==> src/rtl/reset_sequencer_pkg.sv <==
`default_nettype none
// ============================================================================
// Module : reset_sequencer_pkg
// Brief  : State encoding and default timing constants for the reset sequencer
// Rev    : 1.0
// ============================================================================
package reset_sequencer_pkg;

  typedef enum logic [2:0] {
    WAIT_LOCK  = 3'd0,
    REL_PSRAM  = 3'd1,
    RETRY_HOLD = 3'd2,
    GAP_VIC    = 3'd3,
    GAP_HDMI   = 3'd4,
    RUN        = 3'd5,
    FAULT      = 3'd6
  } seq_state_e;

  localparam int DEF_LOCK_STABLE_CYCLES = 1024;
  localparam int DEF_STAGE_GAP          = 16;
  localparam int DEF_PSRAM_TIMEOUT      = 65536;
  localparam int DEF_MAX_RETRIES        = 3;
  localparam int DEF_SYNC_STAGES        = 2;

  function automatic int max3(input int a, input int b, input int c);
    int m;
    m = (a > b) ? a : b;
    m = (m > c) ? m : c;
    return m;
  endfunction

endpackage
`default_nettype wire

==> src/rtl/reset_sequencer_sync_bit.sv <==
`default_nettype none
// ============================================================================
// Module : sync_bit
// Brief  : Multi-flop single-bit synchroniser with asynchronous clear
// Rev    : 1.0
// ============================================================================
module sync_bit #(
  parameter int STAGES = 2
) (
  input  logic clk,
  input  logic rst_n,
  input  logic d,
  output logic q
);

  logic [STAGES-1:0] r_chain;

  always_ff @(posedge clk or negedge rst_n) begin
    if (!rst_n) begin
      r_chain <= '0;
    end else begin
      r_chain <= (r_chain << 1) | STAGES'(d);
    end
  end

  assign q = r_chain[STAGES-1];

endmodule
`default_nettype wire

==> src/rtl/reset_sequencer.sv <==
`default_nettype none
// ============================================================================
// Module : reset_sequencer
// Brief  : Ordered PSRAM -> VIC -> HDMI reset release gated on PLL lock
// Rev    : 1.0
// ============================================================================
module reset_sequencer
  import reset_sequencer_pkg::*;
#(
  parameter int LOCK_STABLE_CYCLES = DEF_LOCK_STABLE_CYCLES,
  parameter int STAGE_GAP          = DEF_STAGE_GAP,
  parameter int PSRAM_TIMEOUT      = DEF_PSRAM_TIMEOUT,
  parameter int MAX_RETRIES        = DEF_MAX_RETRIES,
  parameter int SYNC_STAGES        = DEF_SYNC_STAGES
) (
  input  logic       clk32,
  input  logic       resetn,
  input  logic       lock_5x,
  input  logic       lock_64,
  input  logic       psram_init_done,
  output logic       psram_resetn,
  output logic       vic_resetn,
  output logic       hdmi_resetn,
  output logic       ready,
  output logic       fault,
  output logic [1:0] retry_count
);

  localparam int CNT_MAX = max3(LOCK_STABLE_CYCLES, STAGE_GAP, PSRAM_TIMEOUT);
  localparam int CNT_W   = (CNT_MAX < 2) ? 1 : $clog2(CNT_MAX);

  localparam logic [CNT_W-1:0] LOAD_LOCK = CNT_W'(LOCK_STABLE_CYCLES - 1);
  localparam logic [CNT_W-1:0] LOAD_GAP  = CNT_W'(STAGE_GAP - 1);
  localparam logic [CNT_W-1:0] LOAD_TMO  = CNT_W'(PSRAM_TIMEOUT - 1);
  localparam logic [CNT_W-1:0] CNT_ONE   = CNT_W'(1);
  localparam logic [1:0]       RETRY_LIM = (MAX_RETRIES > 3) ? 2'd3 : 2'(MAX_RETRIES);

  logic             w_lock_5x_s;
  logic             w_lock_64_s;
  logic             w_init_s;
  logic             w_lock_s;
  seq_state_e       r_state;
  seq_state_e       w_state_nxt;
  logic [CNT_W-1:0] r_cnt;
  logic [CNT_W-1:0] w_cnt_nxt;
  logic [1:0]       r_retry;
  logic [1:0]       w_retry_nxt;
  logic [1:0]       w_retry_inc;
  logic             w_psram;
  logic             w_vic;
  logic             w_hdmi;
  logic             w_ready;
  logic             w_fault;

  sync_bit #(.STAGES(SYNC_STAGES)) u_sync_lock_5x (
    .clk(clk32), .rst_n(resetn), .d(lock_5x), .q(w_lock_5x_s)
  );
  sync_bit #(.STAGES(SYNC_STAGES)) u_sync_lock_64 (
    .clk(clk32), .rst_n(resetn), .d(lock_64), .q(w_lock_64_s)
  );
  sync_bit #(.STAGES(SYNC_STAGES)) u_sync_init (
    .clk(clk32), .rst_n(resetn), .d(psram_init_done), .q(w_init_s)
  );

  assign w_lock_s    = w_lock_5x_s & w_lock_64_s;
  assign w_retry_inc = (r_retry == 2'd3) ? r_retry : r_retry + 2'd1;

  always_ff @(posedge clk32 or negedge resetn) begin
    if (!resetn) begin
      r_state      <= WAIT_LOCK;
      r_cnt        <= '0;
      r_retry      <= 2'd0;
      psram_resetn <= 1'b0;
      vic_resetn   <= 1'b0;
      hdmi_resetn  <= 1'b0;
      ready        <= 1'b0;
      fault        <= 1'b0;
    end else begin
      r_state      <= w_state_nxt;
      r_cnt        <= w_cnt_nxt;
      r_retry      <= w_retry_nxt;
      psram_resetn <= w_psram;
      vic_resetn   <= w_vic;
      hdmi_resetn  <= w_hdmi;
      ready        <= w_ready;
      fault        <= w_fault;
    end
  end

  // The shared counter is reloaded on every state entry and counts down to zero.
  always_comb begin
    w_state_nxt = r_state;
    w_cnt_nxt   = r_cnt;
    w_retry_nxt = r_retry;
    if (r_state != WAIT_LOCK && r_state != FAULT && !w_lock_s) begin
      w_state_nxt = WAIT_LOCK;
      w_cnt_nxt   = LOAD_LOCK;
    end else begin
      case (r_state)
        WAIT_LOCK: begin
          if (!w_lock_s) begin
            w_cnt_nxt = LOAD_LOCK;
          end else if (r_cnt == '0) begin
            w_state_nxt = REL_PSRAM;
            w_cnt_nxt   = LOAD_TMO;
          end else begin
            w_cnt_nxt = r_cnt - CNT_ONE;
          end
        end
        REL_PSRAM: begin
          if (w_init_s) begin
            w_state_nxt = GAP_VIC;
            w_cnt_nxt   = LOAD_GAP;
          end else if (r_cnt == '0) begin
            w_retry_nxt = w_retry_inc;
            w_state_nxt = (w_retry_inc == RETRY_LIM) ? FAULT : RETRY_HOLD;
            w_cnt_nxt   = LOAD_GAP;
          end else begin
            w_cnt_nxt = r_cnt - CNT_ONE;
          end
        end
        RETRY_HOLD: begin
          if (r_cnt == '0) begin
            w_state_nxt = REL_PSRAM;
            w_cnt_nxt   = LOAD_TMO;
          end else begin
            w_cnt_nxt = r_cnt - CNT_ONE;
          end
        end
        GAP_VIC: begin
          if (r_cnt == '0) begin
            w_state_nxt = GAP_HDMI;
            w_cnt_nxt   = LOAD_GAP;
          end else begin
            w_cnt_nxt = r_cnt - CNT_ONE;
          end
        end
        GAP_HDMI: begin
          if (r_cnt == '0) begin
            w_state_nxt = RUN;
          end else begin
            w_cnt_nxt = r_cnt - CNT_ONE;
          end
        end
        RUN: begin
          if (!w_init_s) begin
            w_state_nxt = WAIT_LOCK;
            w_cnt_nxt   = LOAD_LOCK;
          end
        end
        FAULT: begin
        end
        default: begin
          w_state_nxt = WAIT_LOCK;
          w_cnt_nxt   = LOAD_LOCK;
        end
      endcase
    end
  end

  // Outputs decode the next state so they register on the transition edge itself.
  always_comb begin
    w_psram = 1'b0;
    w_vic   = 1'b0;
    w_hdmi  = 1'b0;
    w_ready = 1'b0;
    w_fault = 1'b0;
    case (w_state_nxt)
      REL_PSRAM, GAP_VIC: w_psram = 1'b1;
      GAP_HDMI: begin
        w_psram = 1'b1;
        w_vic   = 1'b1;
      end
      RUN: begin
        w_psram = 1'b1;
        w_vic   = 1'b1;
        w_hdmi  = 1'b1;
        w_ready = 1'b1;
      end
      FAULT:   w_fault = 1'b1;
      default: ;
    endcase
  end

  assign retry_count = r_retry;

endmodule
`default_nettype wire

==> config.mk <==
export PLATFORM = sky130hd
export DESIGN_NAME = reset_sequencer
export DESIGN_NICKNAME = d
export VERILOG_FILES = /design/src/rtl/reset_sequencer_pkg.sv /design/src/rtl/reset_sequencer_sync_bit.sv /design/src/rtl/reset_sequencer.sv
export SDC_FILE = /design/constraint.sdc
export NUM_CORES = 1
export LEC_CHECK = 0
export ABC_AREA = 1
export BUFFER_PORTS_ARGS = -buffer_cell sky130_fd_sc_hd__buf_4
export CAP_MARGIN = 30
export CORE_UTILIZATION = 31
export CTS_BUF_LIST = sky130_fd_sc_hd__clkbuf_8 sky130_fd_sc_hd__clkbuf_16
export DETAILED_ROUTE_END_ITERATION = 8
export PLACE_DENSITY = 0.53
export RECOVER_POWER = 25
export SKIP_CTS_REPAIR_TIMING = 1
export SLEW_MARGIN = 15
export SYNTH_ARGS = -nofsm -noshare
export SYNTH_HDL_FRONTEND = slang
export SYNTH_SLANG_ARGS = --single-unit
export TNS_END_PERCENT = 100
==> constraint.sdc <==
create_clock -name clk32 -period 2 [get_ports clk32]
set_clock_uncertainty 0.1 [all_clocks]
set_input_delay 0.4 -clock clk32 [delete_from_list [all_inputs] [get_ports clk32]]
set_output_delay 0.4 -clock clk32 [all_outputs]
set_load 0.01 [all_outputs]
== After elaboration in Yosys (flattened, before gate mapping) ==
Index checks and enable logic that the tools add are counted.

* Flip-flop bits (word level): 31
* Input bits: 5
* Output and inout bits: 7
* Logic and storage cells: 68

* Add/sub/neg operators: 2
* Eq/ne operators: 17
* Multiplexer cells: 23
* Bitwise operators: 6
* Reduce and logical (&&, ||, !) cells: 10

{| class="wikitable"
|+ Operator list
! operator !! count
|-
| $mux W16 || 7
|-
| $pmux W16 S7 || 1
|-
| $mux W3 || 9
|-
| $pmux W3 S7 || 1
|-
| $eq A3 B3 Y1 const B || 6
|-
| $logic_not A16 Y1 || 1
|-
| $sub A16 B1 Y16 const B || 1
|-
| $eq A3 B2 Y1 const B || 3
|-
| $ne A3 B3 Y1 const B || 3
|-
| $eq A3 B1 Y1 const B || 2
|-
| $or A2 B1 Y2 || 3
|-
| $eq A2 B2 Y1 const B || 2
|-
| $mux W1 || 4
|-
| $reduce_and A4 Y1 || 1
|-
| $reduce_or A4 Y1 || 1
|-
| $logic_not A3 Y1 || 1
|-
| $reduce_and A3 Y1 || 1
|-
| $reduce_bool A3 Y1 || 1
|-
| $add A2 B1 Y2 const B || 1
|-
| $logic_and A1 B1 Y1 || 2
|-
| $mux W2 || 1
|-
| $ne A2 B2 Y1 const B || 1
|-
| $not A1 Y1 || 2
|-
| $reduce_or A2 Y1 || 1
|-
| 2 further kinds || 2
|}

== Longest topological paths before layout ==
* Depth in word-level cells: 11
* Gate-level depth with buffers: 12
* Mapped depth without buffers: 11

== Modules after synthesis ==
Synthesis repeated with hierarchy kept, for this count alone.

* Cells, all modules: 261
* Area total of the unflattened synthesis: 1969.4 um2

{| class="wikitable"
|+ By module, submodules not included
! module !! times used !! cells an instance !! area an instance (um2) !! sequential area each (um2)
|-
| reset_sequencer || 1 || 255 || 1819.2 || 625.6
|-
| sync_bit || 3 || 2 || 50.0 || 50.0
|}

== Least setup slack after synthesis ==
No wires, ideal clock.

* Path type: register to register
* From: register r_cnt[0]
* To: register psram_resetn
* Setup time: 0.118 ns
* Arrival time: 1.420 ns
* Required time: 1.782 ns
* Path slack: 0.362 ns
* Stages on the path, launching flop included: 12
* Path buffers: 0
* Path through: dfrtp_1 inv_1 ha_1 nand2_2 nor2_2 nand2_1 nor2_2 nand2_1 nand3_1 nand2_1 nand2_1 nand2_1

* Longest elaborated chain between the ends: 8
* Elaborated cells between the ends (all ways): 15
* Those cells by class: 4 x eq/ne; 9 x mux; 2 x reduce/logical

{| class="wikitable"
|+ RTL lines
! item !! line !! RTL
|-
| start, declared || reset_sequencer.sv:44 || <nowiki>logic [CNT_W-1:0] r_cnt;</nowiki>
|-
| start signal, assigned || reset_sequencer.sv:80 || <nowiki>r_cnt <= w_cnt_nxt;</nowiki>
|-
| $logic_not A16 Y1 * || n/a ||
|-
| $mux W3, on equally long branches || reset_sequencer.sv:114, reset_sequencer.sv:103, reset_sequencer.sv:123 ||
|-
| $mux W3, on equally long branches || reset_sequencer.sv:111, reset_sequencer.sv:101 ||
|-
| $pmux W3 S7 * || reset_sequencer.sv:99 || <nowiki>case (r_state)</nowiki>
|-
| $mux W3 * || reset_sequencer.sv:95 || <nowiki>if (r_state != WAIT_LOCK && r_state != FAULT && !w_lock_s) begin</nowiki>
|-
| $eq A3 B3 Y1, or another cell as far along || reset_sequencer.sv:168 || <nowiki>case (w_state_nxt)</nowiki>
|-
| $reduce_or A4 Y1 (no source line) * || n/a ||
|-
| $mux W1 * || reset_sequencer.sv:168 ||
|-
| named net w_psram || reset_sequencer.sv:49 || <nowiki>logic w_psram;</nowiki>
|-
| end signal, assigned || reset_sequencer.sv:82 || <nowiki>psram_resetn <= w_psram;</nowiki>
|-
| end, declared || reset_sequencer.sv:21 || <nowiki>output logic psram_resetn,</nowiki>
|}

The timed path passes the listed nets; every way through them passes the cells marked *.
A chain may end at the register's enable or synchronous reset.

== Worst setup path in the final report ==
Ends and elaborated chain as after synthesis.

==> results by group <==
Final layout
  • Layout cells sized above 1: 14.9%
  • Layout area overhead: 16.4%
  • Most frequent cells in the layout: 67 x nand2_1, 32 x nor2_1, 31 x dfrtp_1
  • Diodes inserted: 0
  • Commonest non-fill, non-tap cell in the layout: nand2_1
  • Fillers: 577
  • Register area: 776 µm²
  • Nets: 267
  • Multi-input gate area: 873 µm²

Clock tree
  • H-tree levels: 2
  • CTS tree: yes
  • Clock slew at reported path FFs: 0.07 ns
  • CTS root buf: clkbuf_8
  • Clock Tree Buf Depth: 2
  • # clock sinks: 31
  • Worst-Skew Late Latency: 0.27 ns
  • Cts bufs inserted: 5

Worst hold path
  • Hold Path End: u_sync_lock_64.r_chain[0]
  • Worst min path class: input port to register
  • Hold_sp: lock_64
  • Hold Path Depth: 1

Synthesis
  • Syn_nets: 248
  • Seq/Total Area, Yosys: 43.8%
  • Synth warn: 0
  • Yosys reg bits: 31
  • Distinct cells, synth: 26
  • Mapped Area: 1770 µm²
  • Synth Instances: 242
  • Post-Syn Area per Cell: 7.33 µm²

Worst setup path
  • Most frequent CP cell: nand2_1
  • Arrival @ worst endpoint: 1.95 ns
  • Critical Path Max Stage Delay: 0.39 ns
  • Reg2reg path depth: 11
  • Startpoint types: register
  • Reg2reg end: psram_resetn
  • Reg-to-reg slack, setup: 0.12 ns
  • Slowest cell on the critical path: dfrtp_1
  • Reg2reg start: r_cnt[0]
  • CP Capture Type: register
  • Critical Path, Cell by Cell: inv_1, ha_2, nand2_2, nor2_4, nand2_1, nor2_2, nand2_1, nand3_1, nand2_1, nand2_2, nand2_1
  • CP Max Fanout: 4
  • WP data required: 2.07 ns
  • Worst Path Class, Setup: register to register

Route
  • DR DRC count: 0
  • Starting DRT DRC Count: 98
  • Vias per cell: 4.61
  • Drt total wl: 3750 µm
  • Via count: 1,539
  • Post-route ant nets: 0
  • Wire length per cell: 11.2 µm
  • Total iterations of the first detailed-routing run: 4

Pwr
  • Pwr Density: 594 nW/µm²
  • Logic pwr share: 3.2%
  • Net Sw Power: 0.266 mW
  • Static Leakage: 1.02 nW
  • Int Power: 0.959 mW
  • Peak supply drop: 407 µV
  • Clock Power Share: 44.8%
  • Switching Fraction: 21.7%
  • Tot Pwr: 1.23 mW
  • Seq pwr share: 52.0%

STA
  • Hold Violations, Final: 0
  • Final worst slack: 0.118 ns
  • Slew Limit Fails: 0
  • Relative slew slack: 49.6%
  • Fin crit share: 94.1%
  • Final Setup Violations: 0
  • Slew @ Worst Pin: 0.757 ns
  • Final min period: 1.88 ns
  • Setup TNS: 0 ns
  • Max Clk Rate: 0.531 GHz
  • Hold slack: 0.152 ns

Floorplanning
  • Core ar.: 5510 µm²
  • IO Count: 12
  • Die area: 6030 µm²
  • Die Span X: 77.6 µm
  • Std cell rows: 27
  • Initial Util: 32.2%
  • Die Ht: 77.6 µm

Global routing
  • Tot GR Track Use: 14.5%
  • Grt total ovfl: 0
  • Largest net degree at the start of global routing: 32
  • Vias in the first global route: 1,537
  • Initial antenna violation count: 0
  • First-pass GRT wire length: 6880 µm

Placement
  • RD Place Congestion: 0.832
  • I/O Buffers: 11
  • Post-DP HPWL: 2870 µm
  • Post-Place Worst Slack: 0.0670 ns

Outcome
  • Run status: complete, no violations

Job
  • Max Cap Viol: 0
logic make-up (layout without fill, tap and decap cells):
logic type      Yosys count  after routing  synth area share [%]
simple gates            149            149                  37.3
buf+inv                  32             52                  7.83
flops                    31             31                  43.8
compound gates           21             21                  6.42
xor+xnor                  8              8                  3.95
fa+ha+maj                 1              1                 0.706
metrics by stage:
step | area (µm²) | std cells | utilization, %
3_5_place_dp | 1940 | 325 | 35.2
2_1_floorplan | 1770 | 242 | -
3_3_place_gp | 1940 | 325 | 35.2
5_1_grt | 2060 | 334 | 37.5
6_report | 2060 | 334 | 37.5
4_1_cts | 2040 | 333 | 37.1
per-layer routing:
metal  vias up  part of all wire (%)  track usage, %
li1        805                     -               -
met1       706                    52            20.0
met2        26                    44            21.9
met3         2                   2.9            3.29
met4         0                  0.77            5.28
met5         -                     0               0
area by class of cell:
cell class | instances | area share, %
Clock buffer | 7 | 4.67
Clock inverter | 1 | 0.364
Inverter | 29 | 5.27
Multi-Input combinational cell | 179 | 42.3
Sequential cell | 31 | 37.6
Tap cell | 72 | 4.36
Timing Repair Buffer | 15 | 5.45
sequential cells by signal, indices dropped and copies added, names as in the netlist:
register and flops:
r_cnt 16, r_state 3, retry_count 2, u_sync_init.r_chain 2, u_sync_lock_5x.r_chain 2, u_sync_lock_64.r_chain 2
fault 1, psram_resetn 1, ready 1, vic_resetn 1
synth_stat cells (all sizes together):
cell / instances / area share [%]
nand2: 70 / 15
nor2: 42 / 11
dfrtp: 31 / 44
inv: 29 / 6.1
nand3: 22 / 6.5
o21ai: 10 / 3.0
a21oi: 9 / 2.5
nand4: 7 / 2.5
xor2: 6 / 3.0
nor3: 4 / 1.1
buf: 3 / 1.7
nand3b: 2 / 0.85
xnor2: 2 / 0.99
and2: 1 / 0.35
and3: 1 / 0.35
ha: 1 / 0.71
o21a: 1 / 0.42
o31ai: 1 / 0.42
power by group through the flow:
stage          combinational (mW)  sequential, mW  clock [mW]
2_1_floorplan              0.0167           0.649           0
3_3_place_gp               0.0402           0.649           0
3_5_place_dp               0.0399           0.649           0
4_1_cts                    0.0399           0.637       0.567
5_1_grt                    0.0474           0.638       0.595
6_report                   0.0394           0.637       0.549
worst max-delay path: cells and delay by family, from the launching register on:
| family | cells | cell delay, ns |
|---|---|---|
| buf+inv | 1 | 0.09 |
| simple gates | 9 | 0.97 |
| flops | 1 | 0.39 |
| fa+ha+maj | 1 | 0.22 |
how the worst max path moves through the flow:
stage	start	to	slack, ns	cells after the start
finish	r_cnt[0]	psram_resetn	0.12	11
global route	r_cnt[0]	psram_resetn	-0.01	11
CTS	r_cnt[0]	psram_resetn	0.05	11
detailed placement	r_cnt[0]	psram_resetn	0.07	11
global placement	r_cnt[0]	psram_resetn	0.08	11
floorplan	r_cnt[0]	psram_resetn	0.36	11
Power figures use the tool's default switching activity.
